===== config.mk =====
export PLATFORM = sky130hd
export DESIGN_NAME = spi_dac_stream_controller_flat
export DESIGN_NICKNAME = d
export VERILOG_FILES = /design/src/rtl/spi_dac_stream_controller_if.sv /design/src/rtl/spi_dac_stream_controller.sv /design/src/flat_wrapper.sv
export SDC_FILE = /design/constraint.sdc
export NUM_CORES = 1
export LEC_CHECK = 0
export ABC_AREA = 1
export BUFFER_PORTS_ARGS = -buffer_cell sky130_fd_sc_hd__buf_2
export CORE_ASPECT_RATIO = 1.25
export CORE_MARGIN = 5
export CORE_UTILIZATION = 45
export CTS_BUF_LIST = sky130_fd_sc_hd__clkbuf_4 sky130_fd_sc_hd__clkbuf_8 sky130_fd_sc_hd__clkbuf_16
export DETAILED_ROUTE_END_ITERATION = 8
export GPL_TIMING_DRIVEN = 0
export HOLD_SLACK_MARGIN = 0.05
export PLACE_DENSITY = 0.73
export SYNTH_ARGS = -nofsm -noshare
export SYNTH_HDL_FRONTEND = slang
export SYNTH_SLANG_ARGS = --single-unit

===== constraint.sdc =====
create_clock -name clock_50Mhz -period 2.3 [get_ports clock_50Mhz]
set_input_delay 0.115 -clock clock_50Mhz [delete_from_list [all_inputs] [get_ports clock_50Mhz]]
set_output_delay 0.115 -clock clock_50Mhz [all_outputs]
set_load 0.1 [all_outputs]

===== src/rtl/spi_dac_stream_controller_if.sv =====
`default_nettype none
// +----------------------------------------------------------------------------+
// | spi_dac_stream_controller_if                                               |
// | Sample stream and SPI pin bundle for the streaming DAC controller.         |
// | Revision: 1.0                                                              |
// +----------------------------------------------------------------------------+
interface spi_dac_stream_controller_if #(
  parameter int SAMPLE_WIDTH = 12,
  parameter int CTRL_BITS    = 4,
  parameter int FIFO_DEPTH   = 16
);
  logic                              enable;
  logic [CTRL_BITS-1:0]              ctrlBits;
  logic [SAMPLE_WIDTH-1:0]           inputSample;
  logic                              inputValid;
  logic                              inputReady;
  logic [$clog2(FIFO_DEPTH+1)-1:0]   fifoCount;
  logic                              output_SPI_SCLK;
  logic                              output_SPI_SYNC_n;
  logic                              output_SPI_DIN;
  logic                              isBusy;
  logic                              transmitComplete;
  logic                              underflow;
  logic                              overrun;

  modport master (
    output enable, ctrlBits, inputSample, inputValid,
    input  inputReady, fifoCount, output_SPI_SCLK, output_SPI_SYNC_n, output_SPI_DIN,
    input  isBusy, transmitComplete, underflow, overrun
  );

  modport slave (
    input  enable, ctrlBits, inputSample, inputValid,
    output inputReady, fifoCount, output_SPI_SCLK, output_SPI_SYNC_n, output_SPI_DIN,
    output isBusy, transmitComplete, underflow, overrun
  );
endinterface
`default_nettype wire


===== src/rtl/spi_dac_stream_controller.sv =====
`default_nettype none
// +----------------------------------------------------------------------------+
// | spi_dac_stream_controller                                                  |
// | FIFO-buffered SPI DAC streamer driven by an internal sample-rate timer.    |
// | Revision: 1.0                                                              |
// +----------------------------------------------------------------------------+
module spi_dac_stream_controller #(
  parameter int SAMPLE_WIDTH  = 12,
  parameter int CTRL_BITS     = 4,
  parameter int FRAME_BITS    = 16,
  parameter int FIFO_DEPTH    = 16,
  parameter int SCLK_DIV      = 2,
  parameter int SAMPLE_PERIOD = 1136
) (
  input  logic                         clock_50Mhz,
  input  logic                         reset_n,
  spi_dac_stream_controller_if.slave   bus
);

  localparam int c_ADDR_W  = $clog2(FIFO_DEPTH);
  localparam int c_CNT_W   = $clog2(FIFO_DEPTH + 1);
  localparam int c_TIMER_W = $clog2(SAMPLE_PERIOD + 1);
  localparam int c_DIV_W   = $clog2(SCLK_DIV + 1);
  localparam int c_HALF_W  = $clog2(2 * FRAME_BITS);
  localparam int c_PAD     = FRAME_BITS - CTRL_BITS - SAMPLE_WIDTH;

  localparam logic [c_TIMER_W-1:0] c_TIMER_LAST = c_TIMER_W'(SAMPLE_PERIOD - 1);
  localparam logic [c_DIV_W-1:0]   c_DIV_LAST   = c_DIV_W'(SCLK_DIV - 1);
  localparam logic [c_HALF_W-1:0]  c_HALF_LAST  = c_HALF_W'(2 * FRAME_BITS - 1);
  localparam logic [c_CNT_W-1:0]   c_CNT_FULL   = c_CNT_W'(FIFO_DEPTH);

  localparam logic [1:0] c_IDLE  = 2'd0;
  localparam logic [1:0] c_LOAD  = 2'd1;
  localparam logic [1:0] c_SHIFT = 2'd2;
  localparam logic [1:0] c_DONE  = 2'd3;

  logic [SAMPLE_WIDTH-1:0] r_fifoMem [FIFO_DEPTH];
  logic [c_ADDR_W-1:0]     r_wrPtr;
  logic [c_ADDR_W-1:0]     r_rdPtr;
  logic [c_CNT_W-1:0]      r_count;
  logic                    r_ready;
  logic [SAMPLE_WIDTH-1:0] r_lastSample;
  logic [c_TIMER_W-1:0]    r_timer;
  logic [1:0]              r_state;
  logic [FRAME_BITS-1:0]   r_shift;
  logic [c_DIV_W-1:0]      r_div;
  logic [c_HALF_W-1:0]     r_half;
  logic                    r_sclk;
  logic                    r_syncN;
  logic                    r_busy;
  logic                    r_done;
  logic                    r_underflow;
  logic                    r_overrun;

  logic                    w_tick;
  logic                    w_empty;
  logic                    w_push;
  logic                    w_pop;
  logic [SAMPLE_WIDTH-1:0] w_sample;
  logic [FRAME_BITS-1:0]   w_frame;
  logic [c_CNT_W-1:0]      w_countNext;

  assign w_tick   = bus.enable && (r_timer == c_TIMER_LAST);
  assign w_empty  = (r_count == '0);
  assign w_push   = bus.inputValid && r_ready;
  assign w_pop    = w_tick && (r_state == c_IDLE) && !w_empty;
  // An empty FIFO replays the previous sample rather than going silent.
  assign w_sample = w_empty ? r_lastSample : r_fifoMem[r_rdPtr];
  assign w_frame  = FRAME_BITS'({bus.ctrlBits, w_sample}) << c_PAD;

  always_comb begin
    w_countNext = r_count;
    if (w_push && !w_pop) begin
      w_countNext = r_count + c_CNT_W'(1);
    end else if (!w_push && w_pop) begin
      w_countNext = r_count - c_CNT_W'(1);
    end
  end

  always_ff @(posedge clock_50Mhz) begin
    if (w_push) begin
      r_fifoMem[r_wrPtr] <= bus.inputSample;
    end
  end

  always_ff @(posedge clock_50Mhz or negedge reset_n) begin
    if (!reset_n) begin
      r_wrPtr <= '0;
      r_rdPtr <= '0;
      r_count <= '0;
      r_ready <= 1'b1;
    end else begin
      if (w_push) begin
        r_wrPtr <= r_wrPtr + c_ADDR_W'(1);
      end
      if (w_pop) begin
        r_rdPtr <= r_rdPtr + c_ADDR_W'(1);
      end
      r_count <= w_countNext;
      r_ready <= (w_countNext < c_CNT_FULL);
    end
  end

  always_ff @(posedge clock_50Mhz or negedge reset_n) begin
    if (!reset_n) begin
      r_timer <= '0;
    end else if (!bus.enable || w_tick) begin
      r_timer <= '0;
    end else begin
      r_timer <= r_timer + c_TIMER_W'(1);
    end
  end

  always_ff @(posedge clock_50Mhz or negedge reset_n) begin
    if (!reset_n) begin
      r_state      <= c_IDLE;
      r_shift      <= '0;
      r_div        <= '0;
      r_half       <= '0;
      r_sclk       <= 1'b1;
      r_syncN      <= 1'b1;
      r_busy       <= 1'b0;
      r_done       <= 1'b0;
      r_underflow  <= 1'b0;
      r_overrun    <= 1'b0;
      r_lastSample <= '0;
    end else begin
      r_underflow <= 1'b0;
      // Ticks arriving mid-frame are reported and discarded, never queued.
      r_overrun   <= w_tick && (r_state != c_IDLE);
      case (r_state)
        c_IDLE: begin
          if (w_tick) begin
            r_state      <= c_LOAD;
            r_syncN      <= 1'b0;
            r_sclk       <= 1'b1;
            r_busy       <= 1'b1;
            r_shift      <= w_frame;
            r_lastSample <= w_sample;
            r_underflow  <= w_empty;
          end
        end
        c_LOAD: begin
          r_state <= c_SHIFT;
          r_div   <= '0;
          r_half  <= '0;
        end
        c_SHIFT: begin
          if (r_div == c_DIV_LAST) begin
            r_div  <= '0;
            r_sclk <= ~r_sclk;
            // Data advances on rising SCLK so it is stable across the DAC's falling-edge sample.
            if (!r_sclk) begin
              r_shift <= {r_shift[FRAME_BITS-2:0], 1'b0};
            end
            if (r_half == c_HALF_LAST) begin
              r_state <= c_DONE;
              r_syncN <= 1'b1;
              r_done  <= 1'b1;
            end else begin
              r_half <= r_half + c_HALF_W'(1);
            end
          end else begin
            r_div <= r_div + c_DIV_W'(1);
          end
        end
        c_DONE: begin
          r_state <= c_IDLE;
          r_busy  <= 1'b0;
          r_done  <= 1'b0;
        end
        default: begin
          r_state <= c_IDLE;
        end
      endcase
    end
  end

  assign bus.inputReady        = r_ready;
  assign bus.fifoCount         = r_count;
  assign bus.output_SPI_SCLK   = r_sclk;
  assign bus.output_SPI_SYNC_n = r_syncN;
  assign bus.output_SPI_DIN    = r_shift[FRAME_BITS-1];
  assign bus.isBusy            = r_busy;
  assign bus.transmitComplete  = r_done;
  assign bus.underflow         = r_underflow;
  assign bus.overrun           = r_overrun;

endmodule
`default_nettype wire

===== src/flat_wrapper.sv =====
// flat-port wrapper written by rule: the top's interface ports become plain ports
module spi_dac_stream_controller_flat 
#(
  parameter int SAMPLE_WIDTH  = 12,
  parameter int CTRL_BITS     = 4,
  parameter int FRAME_BITS    = 16,
  parameter int FIFO_DEPTH    = 16,
  parameter int SCLK_DIV      = 2,
  parameter int SAMPLE_PERIOD = 1136
)
  (clock_50Mhz, reset_n, bus_enable, bus_ctrlBits, bus_inputSample, bus_inputValid, bus_inputReady, bus_fifoCount, bus_output_SPI_SCLK, bus_output_SPI_SYNC_n, bus_output_SPI_DIN, bus_isBusy, bus_transmitComplete, bus_underflow, bus_overrun);
  spi_dac_stream_controller_if #(.SAMPLE_WIDTH(SAMPLE_WIDTH), .CTRL_BITS(CTRL_BITS), .FIFO_DEPTH(FIFO_DEPTH)) bus_i ();
  input  logic clock_50Mhz;
  input  logic reset_n;
  input wire logic [$bits(bus_i.enable)-1:0] bus_enable;
  input wire logic [$bits(bus_i.ctrlBits)-1:0] bus_ctrlBits;
  input wire logic [$bits(bus_i.inputSample)-1:0] bus_inputSample;
  input wire logic [$bits(bus_i.inputValid)-1:0] bus_inputValid;
  output wire logic [$bits(bus_i.inputReady)-1:0] bus_inputReady;
  output wire logic [$bits(bus_i.fifoCount)-1:0] bus_fifoCount;
  output wire logic [$bits(bus_i.output_SPI_SCLK)-1:0] bus_output_SPI_SCLK;
  output wire logic [$bits(bus_i.output_SPI_SYNC_n)-1:0] bus_output_SPI_SYNC_n;
  output wire logic [$bits(bus_i.output_SPI_DIN)-1:0] bus_output_SPI_DIN;
  output wire logic [$bits(bus_i.isBusy)-1:0] bus_isBusy;
  output wire logic [$bits(bus_i.transmitComplete)-1:0] bus_transmitComplete;
  output wire logic [$bits(bus_i.underflow)-1:0] bus_underflow;
  output wire logic [$bits(bus_i.overrun)-1:0] bus_overrun;
  assign bus_i.enable = bus_enable;
  assign bus_i.ctrlBits = bus_ctrlBits;
  assign bus_i.inputSample = bus_inputSample;
  assign bus_i.inputValid = bus_inputValid;
  assign bus_inputReady = bus_i.inputReady;
  assign bus_fifoCount = bus_i.fifoCount;
  assign bus_output_SPI_SCLK = bus_i.output_SPI_SCLK;
  assign bus_output_SPI_SYNC_n = bus_i.output_SPI_SYNC_n;
  assign bus_output_SPI_DIN = bus_i.output_SPI_DIN;
  assign bus_isBusy = bus_i.isBusy;
  assign bus_transmitComplete = bus_i.transmitComplete;
  assign bus_underflow = bus_i.underflow;
  assign bus_overrun = bus_i.overrun;
  spi_dac_stream_controller #(.SAMPLE_WIDTH(SAMPLE_WIDTH), .CTRL_BITS(CTRL_BITS), .FRAME_BITS(FRAME_BITS), .FIFO_DEPTH(FIFO_DEPTH), .SCLK_DIV(SCLK_DIV), .SAMPLE_PERIOD(SAMPLE_PERIOD)) u_core (.clock_50Mhz(clock_50Mhz), .reset_n(reset_n), .bus(bus_i));
endmodule

=== Word-level counts from Yosys, hierarchy flattened ===
Memory sizes are Yosys's and may differ from the RTL's.
Cells that the tools add are included.

* Add/sub/neg operators: 7
* Equal/unequal tests: 11
* Muxes and demuxes: 30
* Shift operators: 0
* $lt $le $gt $ge: 1
* Div/mod/pow operators: 0
* Multiply operators: 0
* Bitwise gates (word level): 1
* Reduce and logical (&&, ||, !) cells: 27

{| class="wikitable"
|+ Operators by type and width
! operator !! count
|-
| $mux 16 || 3
|-
| $pmux 16 s2 || 1
|-
| $mux 5 || 4
|-
| $mux 12 || 1
|-
| $reduce_and 3->1 || 4
|-
| $add 11x1->11 const B || 1
|-
| $eq 11x11->1 const B || 1
|-
| $mux 11 || 1
|-
| $add 5x1->5 const B || 2
|-
| $pmux 5 s2 || 1
|-
| $reduce_bool 2->1 || 5
|-
| $mux 1 || 9
|-
| $add 4x1->4 const B || 2
|-
| $mux 2 || 4
|-
| $pmux 1 s2 || 4
|-
| $pmux 2 s4 || 1
|-
| $reduce_and 4->1 || 2
|-
| $logic_and 1x1->1 || 7
|-
| $ne 2x1->1 const B || 3
|-
| $eq 5x5->1 const B || 1
|-
| $logic_not 5->1 || 1
|-
| $lt 5x5->1 const B || 1
|-
| $sub 5x1->5 const B || 1
|-
| $eq 2x1->1 const B || 2
|-
| 9 further kinds || 15
|}

* Register bits after elaboration: 68
* RAM bits: 192
* Memories kept: 1
* Word-level logic and storage cells: 94
* Bits in read-only memories: 0
* Output and inout port bits: 13
* Bits in latches: 0

{| class="wikitable"
|+ Memory list
! name !! depth !! width !! rd ports !! clocked after memory_dff !! write ports !! RTL line !! text
|-
| u_core.r_fifoMem || 16 || 12 || 1 || 0 || 1 || spi_dac_stream_controller.sv:37 || <nowiki>logic [SAMPLE_WIDTH-1:0] r_fifoMem [FIFO_DEPTH];</nowiki>
|}

=== Logic depth before layout (Yosys ltp) ===
Gate-level depths: netlist of run 1.

* Word-level depth: 8
* Depth in mapped cells: 15

=== Least setup slack after synthesis of run 1 ===
No wires, ideal clock.

* Path kind: register -> register
* From: register u_core.r_count[0], in the netlist u_core.bus.fifoCount[0]
* To: register u_core.r_count[2], in the netlist u_core.bus.fifoCount[2]
* Data required time: 2217 ps
* Setup slack: -458 ps
* Clock period less this slack: 2758 ps
* Buffers on the path: 1
* Arrival: 2675 ps
* Cell stages (with the launch flop): 14
* Cells stage by stage: dfrtp_1 > inv_1 > ha_1 > nand4_2 > nand2_2 > clkinv_4 > buf_6 > ha_1 > inv_1 > nor2_1 > inv_1 > o221ai_1 > nand2_1 > o21ai_0

* Cells in the longest elaborated chain, start to end: 6
* Elaborated cells between the ends (all ways): 10
* Those cells by class: 2 x add/sub; 2 x mux; 6 x reduce/logical

{| class="wikitable"
|+ RTL lines
! item !! RTL line !! text
|-
| start, declared || spi_dac_stream_controller.sv:40 || <nowiki>logic [c_CNT_W-1:0] r_count;</nowiki>
|-
| start signal, assigned || spi_dac_stream_controller.sv:99 || <nowiki>r_count <= w_countNext;</nowiki>
|-
| $logic_not 5->1 * || spi_dac_stream_controller.sv:64 || <nowiki>assign w_empty = (r_count == '0);</nowiki>
|-
| $logic_not 1->1 * || spi_dac_stream_controller.sv:66 || <nowiki>assign w_pop = w_tick && (r_state == c_IDLE) && !w_empty;</nowiki>
|-
| $logic_and 1x1->1 * || spi_dac_stream_controller.sv:66 ||
|-
| named net u_core.w_pop || spi_dac_stream_controller.sv:58 || <nowiki>logic w_pop;</nowiki>
|-
| $logic_and 1x1->1 or $logic_not 1->1 (tied branches) || spi_dac_stream_controller.sv:75, spi_dac_stream_controller.sv:73 ||
|-
| $mux 5 or $logic_and 1x1->1 (tied branches) || spi_dac_stream_controller.sv:75, spi_dac_stream_controller.sv:73 ||
|-
| $mux 5 * || spi_dac_stream_controller.sv:73 || <nowiki>if (w_push && !w_pop) begin</nowiki>
|}

The timed path passes the listed nets; every way through them passes the cells marked *.
A chain may end at the register's enable or synchronous reset.

==> impl_metrics.ini, run 1 <==
[routing]
wire_per_inst_um = 16.7
num_vias = 8428
drt_iter0_drc = 793
vias_per_cell = 5.08
drc = 0
ant_nets = 0
firstDrtPassIters = 6
routed_wl_um = 27700

[logic_synthesis]
synth-edff-count = 192
ys_ff_latch = 260
ys_seq_area_frac = 0.632
synthCells = 1210
ys_warn_count = 0
synth_flop_cell = edfxtp_1
synth_area_per_cell_um2 = 9.77
synth_area_mm2 = 0.0118
ys_types = 44
synthArstFlopShare = 0.262
syn_nets = 1246

[global_route]
grt_overflow = 0
grtUsageTotal = 0.187
antenna_found_initial = 0
grt_pass1_vias = 8302
grt_max_degree = 69
grt_pass1_wl_um = 43700

[placed_design]
dp_hpwl_um = 18500
gp_congestion = 0.949
io_buffers = 32
dpl.cell_count = 1584
postPlaceCellArea_mm2 = 0.0125

[final_layout]
area_growth_pct = 14.9
diodes = 0
final_area_mm2 = 0.0136
fin_nets = 1334
final_cells = 1658
drive_gt1_frac = 0.128

[clock_tree]
cts_root_buffer = clkbuf_16
cts_tree = done
clk_path_buf_depth = 3
ctsHtreeMaxLevel = 1
clk_pin_slew_worst_paths_ns = 0.06
cts_made_buffers = 26
cts_sinks = 260
clock_latency_ns = 0.53

[pwr]
clkPwrFrac = 0.369
p_sw_frac = 0.257
seqPwrFrac = 0.515
peakVddDrop_uv = 454
p_sw_uw = 2780
comb_power_share = 0.116
p_per_area_mw_per_mm2 = 797
p_leak_uw = 0.00609
p_int_uw = 8050

[status]
status = complete, no violations

[floorplanning]
start_util = 0.454
dieArea_mm2 = 0.0296
core_area_mm2 = 0.0260
rows = 66
io_pins = 33
die_x_um = 155
die_y_um = 191

[critical_path]
crit_path_max_fanout = 5
end_kind = register
reg2reg_setup_slack_ns = 0.13
worstPathArrival_ns = 2.61
cp-start-kind = register
crit_required_ns = 2.74
critical_path_class = reg2reg
reg2reg_from = u_core.r_timer[0]$_DFF_PN0_
r2r_cells = 14

[flow_run]
maxCapViolCount = 0

[timing]
worst_pin_slew_ns = 0.868
timing.fmax_mhz = 461
hold_viol_final = 0
relSlewSlack = 0.421
finalCriticalPeriod_ns = 2.17
slew_violations = 0
setup_violations = 0
finClkSkew_ns = 0.0106
finalCritPeriodShare = 0.944

[worst_hold_path]
worstHoldPathType = in2async
cell usage after synthesis, types with 2 or more instances:
library cell / number / area share
nand4_2: 3 / 0.0032
nand3_1: 150 / 0.064
buf_2: 22 / 0.0093
mux2i_1: 4 / 0.0034
a31oi_1: 3 / 0.0016
buf_1: 3 / 0.00095
xor2_1: 10 / 0.0074
dfstp_2: 3 / 0.0067
o211ai_1: 3 / 0.0019
dfrtp_1: 65 / 0.14
o21ai_2: 7 / 0.0052
o21ai_1: 13 / 0.0055
inv_2: 3 / 0.00095
nor2_1: 72 / 0.023
buf_4: 3 / 0.0019
clkbuf_1: 11 / 0.0035
nor3b_1: 4 / 0.0025
edfxtp_1: 192 / 0.49
nor2_2: 2 / 0.0011
inv_1: 194 / 0.062
nand2_2: 3 / 0.0016
a21oi_1: 6 / 0.0025
nor2_4: 2 / 0.0019
nand2_1: 348 / 0.11
o21ai_0: 33 / 0.014
ha_1: 16 / 0.017
o22ai_1: 2 / 0.0011
nor3_1: 7 / 0.0030
buf_6: 11 / 0.010
cells by family (layout without fill, tap and decap cells):
group,count (synthesis),in the layout,synth area share
AOI/OAI and AO/OA,74,74,0.0365
DFF,260,260,0.632
buffers and inverters,250,358,0.0903
xor gates and xnor gates,10,10,0.00741
adders and majority gates,16,16,0.0169
and+or+nand+nor,596,596,0.213
muxes,4,4,0.00339
what timing repair did:
item | 4_1_cts | 5_1_grt
hold buffers | 19 | 0
setup endpoints to repair | 163 | 53
pin swaps | 2 | 5
buffers inserted | 2 | 6
resized for setup | 16 | 10
hold endpoints to repair | 264 | 0
registers in the layout, summed over array words and instances (netlist names), 2 cells and up, named ones only:
name,flops
u_core.r_fifoMem,192
u_core.r_div,2
u_core.r_lastSample,12
u_core.r_rdPtr,4
u_core.r_state,2
u_core.bus.fifoCount,4
u_core.r_wrPtr,4
u_core.r_shift,16
u_core.r_timer,11
u_core.r_half,5
placed cells by master (no fill, tap or decap), types with 2 or more instances in the layout:
cell             n
nand2_1        348
inv_1          192
edfxtp_1       192
nand3_1        150
dfrtp_1         60
nor2_1          57
buf_2           53
o21ai_0         31
clkbuf_16       27
dlygate4sd3_1   19
o21ai_1         15
nor2_2          15
ha_1            15
buf_4           12
buf_6           12
clkbuf_1        11
clkinv_1        10
xor2_1          10
o21ai_2          7
a21oi_1          6
inv_2            5
nor3_1           5
clkinv_2         5
nor2_4           4
nor3b_1          4
mux2i_1          4
clkbuf_4         4
a31oi_1          3
nor3_2           3
buf_1            3
o211ai_1         3
dfrtp_2          3
dfstp_2          3
nand2_2          2
nand4_4          2
o22ai_1          2
dfrtp_4          2
how the worst max path moves through the flow:
stage	cells past startpoint	from	to	slack, ns
after floorplan	2	u_core.bus.inputReady$_DFF_PN1_	u_core.r_fifoMem[11][0]$_DFFE_PP_	-0.11
after global placement	2	u_core.bus.inputReady$_DFF_PN1_	u_core.r_fifoMem[3][7]$_DFFE_PP_	-0.44
after detailed placement	15	u_core.r_timer[0]$_DFF_PN0_	register	-0.25
after CTS	4	u_core.bus.inputReady$_DFF_PN1_	u_core.r_fifoMem[12][8]$_DFFE_PP_	-0.15
after global routing	14	u_core.r_timer[0]$_DFF_PN0_	register	-0.06
final	14	u_core.r_timer[0]$_DFF_PN0_	register	0.13
layer usage:
metal / share of wire / vias to the layer above / GRT usage
met1: 0.40 / 3981 / 0.236
li1: - / 4063 / -
met2: 0.49 / 315 / 0.326
met3: 0.067 / 69 / 0.0256
met5: 0 / - / 0
met4: 0.042 / 0 / 0.0748
area by class of cell:
cell class                 count  area, um2
multi-input combinational    700       3360
timing repair buffer          61        435
inverter                     200        766
tap                          340        425
buffer                        49        298
sequential                   260       7480
clock inverter                17        103
clock buffer                  31        706
fill                        2254      12400
worst max-delay path, cell delays in order, from the launching register on:
cell and delay (ns):
dfrtp_1 0.37, ha_1 0.18, nand2_1 0.10, nor2_4 0.14
nand4_4 0.13, nor2_4 0.14, nand2_4 0.10, clkinv_8 0.06
ha_1 0.17, inv_1 0.09, nor2_4 0.17, o21ai_0 0.14
o21ai_1 0.13, nand2_1 0.08, o21ai_1 0.10
power by group through the flow:
stage	logic (uW)	clock network (uW)	registers (uW)
floorplan	642	0	5770
global placement	1090	0	5660
detailed placement	1150	0	5670
CTS	1220	4050	5580
global route	1390	4260	5600
finish	1260	3990	5570
through the flow:
stage	utilization	worst slack, ns	total power [uW]	setup TNS, ns	hold WS, ns
finish	0.522	0.130	10800	0	0.244
global route	0.522	-0.0564	11200	-0.0564	0.340
detailed placement	0.479	-0.254	6820	-13.41	0.282
CTS	0.519	-0.146	10800	-6.11	0.278
global placement	0.477	-0.436	6760	-14.55	0.407
floorplan	-	-0.114	6410	-2.74	-0.181
Note: power is estimated with default switching activity, not from simulation.
==> run 2: changes to the inputs <==
--- a/config.mk
+++ b/config.mk
@@ -15,6 +15,7 @@
 export GPL_TIMING_DRIVEN = 0
 export HOLD_SLACK_MARGIN = 0.05
 export PLACE_DENSITY = 0.73
+export SETUP_SLACK_MARGIN = 0.15
 export SYNTH_ARGS = -nofsm -noshare
 export SYNTH_HDL_FRONTEND = slang
 export SYNTH_SLANG_ARGS = --single-unit
==> run 2 against run 1 <==
Net effect:
- clock-buffer cell count rose by 7
- global-route usage increased by 0.52 points
- sequential power about the same
- final cell count hardly changed
- clock skew up 0.0053 ns
- non-clock buffer count rose by 2
- critical path depth shrank 10
- final area is 1.2% higher
- maximum frequency down 1.9%
- clock power rose by 8.5%
- register-to-register slack lost 0.04 ns
- worst hold slack worse by 0.18 ns
==> impl_metrics.ini, run 2 (same netlist as run 1, synthesis figures left out) <==
[status]
status = complete, no violations

[routing]
num_vias = 8446
vias_per_cell = 5.09
wire_per_inst_um = 17.0
firstDrtPassIters = 5
drt_iter0_drc = 863
routed_wl_um = 28100
ant_nets = 0
drc = 0

[pwr]
peakVddDrop_uv = 560
p_sw_frac = 0.251
p_per_area_mw_per_mm2 = 816
p_leak_uw = 0.00615
seqPwrFrac = 0.497
clkPwrFrac = 0.387
p_int_uw = 8400
p_sw_uw = 2810
comb_power_share = 0.116

[clock_tree]
cts_made_buffers = 26
clk_pin_slew_worst_paths_ns = 0.06
cts_root_buffer = clkbuf_16
ctsHtreeMaxLevel = 1
clock_latency_ns = 0.53
cts_tree = done
cts_sinks = 260
clk_path_buf_depth = 3

[timing]
rsz0062_at_grt = true
hold_ws_ns = 0.0674
worst_pin_slew_ns = 0.866
hold_viol_final = 0
setup_violations = 0
finalCritPeriodShare = 0.962
relSlewSlack = 0.422
finClkSkew_ns = 0.0159
finalCriticalPeriod_ns = 2.21
slew_violations = 0
timing.fmax_mhz = 452

[critical_path]
cp-start-kind = register
max_stage_delay_ns = 0.67
end_kind = register
path_delay_family = simple AND/OR/NAND/NOR gates
cp.depth = 4
startpoint = u_core.bus.inputReady$_DFF_PN1_
crit_path_max_fanout = 12
critical_path_class = reg2reg
worstPathArrival_ns = 2.36
worstPathCellList = nand2_1 -> clkinv_1 -> nand2_1 -> nor2_2
crit_required_ns = 2.45
r2r_cells = 4
critPathBufInv = 1
worst_path_most_repeated_cell = nand2_1
reg2reg_from = u_core.bus.inputReady$_DFF_PN1_
slowest_stage = nor2_2

[placed_design]
io_buffers = 32
gp_congestion = 0.894
postPlaceCellArea_mm2 = 0.0125
dp_hpwl_um = 18700

[global_route]
grt_pass1_wl_um = 44700
grt_overflow = 0
antenna_found_initial = 0
grtUsageTotal = 0.193
grt_max_degree = 69
grt_pass1_vias = 8461

[final_layout]
final_area_mm2 = 0.0137
nFillCells = 2256
area_growth_pct = 16.2
reg_top3 = u_core.r_fifoMem x192, u_core.r_shift x16, u_core.r_lastSample x12
fin_nets = 1336
largest_register_ffs = 192
final_common_cell = nand2_1
drive_gt1_frac = 0.145
max_flop_register = u_core.r_fifoMem
most-common-layout-cells = 346 x nand2_1, 192 x edfxtp_1, 188 x inv_1, 150 x nand3_1, 60 x dfrtp_1
diodes = 0

[floorplanning]
die_y_um = 191
die_x_um = 155
rows = 66
io_pins = 33
dieArea_mm2 = 0.0296
core_area_mm2 = 0.0260
start_util = 0.454

[worst_hold_path]
worstHoldPathType = in2reg
hold_depth = 3
hold_path_startpoint = bus_inputValid

[flow_run]
maxCapViolCount = 0
## run 2: cell types whose count changed in the layout (fill, tap and decap cells not counted), moves of 3 or more
cell,delta
clkbuf_2,+3
inv_2,+3
clkinv_2,-3
clkbuf_4,+7
nor2_4,+4
inv_1,-4
nor2_2,-4
ha_1,-3
clkinv_1,-6
## run 2: power groups by stage
stage	Sequential [uW]	Clock [uW]	Combinational, uW
6_report	5570	4330	1300
2_1_floorplan	5770	0	713
3_3_place_gp	5650	0	1180
3_5_place_dp	5660	0	1230
4_1_cts	5570	4380	1270
5_1_grt	5600	4580	1450
## run 2: area by class of cell
| cell class | count | area (um2) | area share |
|---|---|---|---|
| clock inverter | 9 | 120 | 0.00874 |
| multi-input combinational | 700 | 3430 | 0.249 |
| tap | 340 | 425 | 0.0310 |
| timing repair buffer | 62 | 440 | 0.0321 |
| buffer | 50 | 322 | 0.0234 |
| sequential | 260 | 7480 | 0.545 |
| inverter | 200 | 761 | 0.0554 |
| clock buffer | 38 | 758 | 0.0552 |
## run 2: final timing paths
path	to	slack, ns
setup / recovery	u_core.r_fifoMem[5][3]$_DFFE_PP_	0.09
hold / removal	u_core.r_wrPtr[0]$_DFFE_PN0P_	0.07
setup reg to reg	u_core.r_fifoMem[5][3]$_DFFE_PP_	0.09
hold reg to reg	u_core.bus.output_SPI_SCLK$_DFFE_PN1P_	0.48
max in group asynchronous	u_core.bus.fifoCount[0]$_DFFE_PN0P_	1.41
min in group asynchronous	u_core.r_shift[15]$_DFFE_PN0P_	0.23
## run 2: worst register-to-register path: stages, from the launching register on
cell and delay [ns]:
dfstp_2 0.52, nand2_1 0.19, clkinv_1 0.23, nand2_1 0.21, nor2_2 0.67
## run 2: timing repair
item                                    CTS  global route
resized for setup                         8            20
endpoints found under the setup margin   58           179
setup buffers                             6             4
hold buffers                             18             0
endpoints found under the hold margin   253             0
pin swaps                                 4             7
## run 2: metrics by stage
stage,utilization,TNS [ns],instances,total power [uW],setup slack [ns]
floorplan,-,-2.74,1210,6480,-0.114
global placement,0.480,-12.40,1582,6830,-0.570
detailed placement,0.481,-0.338,1584,6890,-0.114
CTS,0.525,0,1655,11200,0.129
global route,0.528,0,1659,11600,0.0127
finish,0.528,0,1659,11200,0.0876
## run 2: metal layers
metal	vias up	routed length, um	GRT usage
met5	-	0	0
met4	0	1030	0.0731
met3	70	1960	0.0233
met2	331	14000	0.344
met1	3974	11100	0.238
li1	4071	-	-
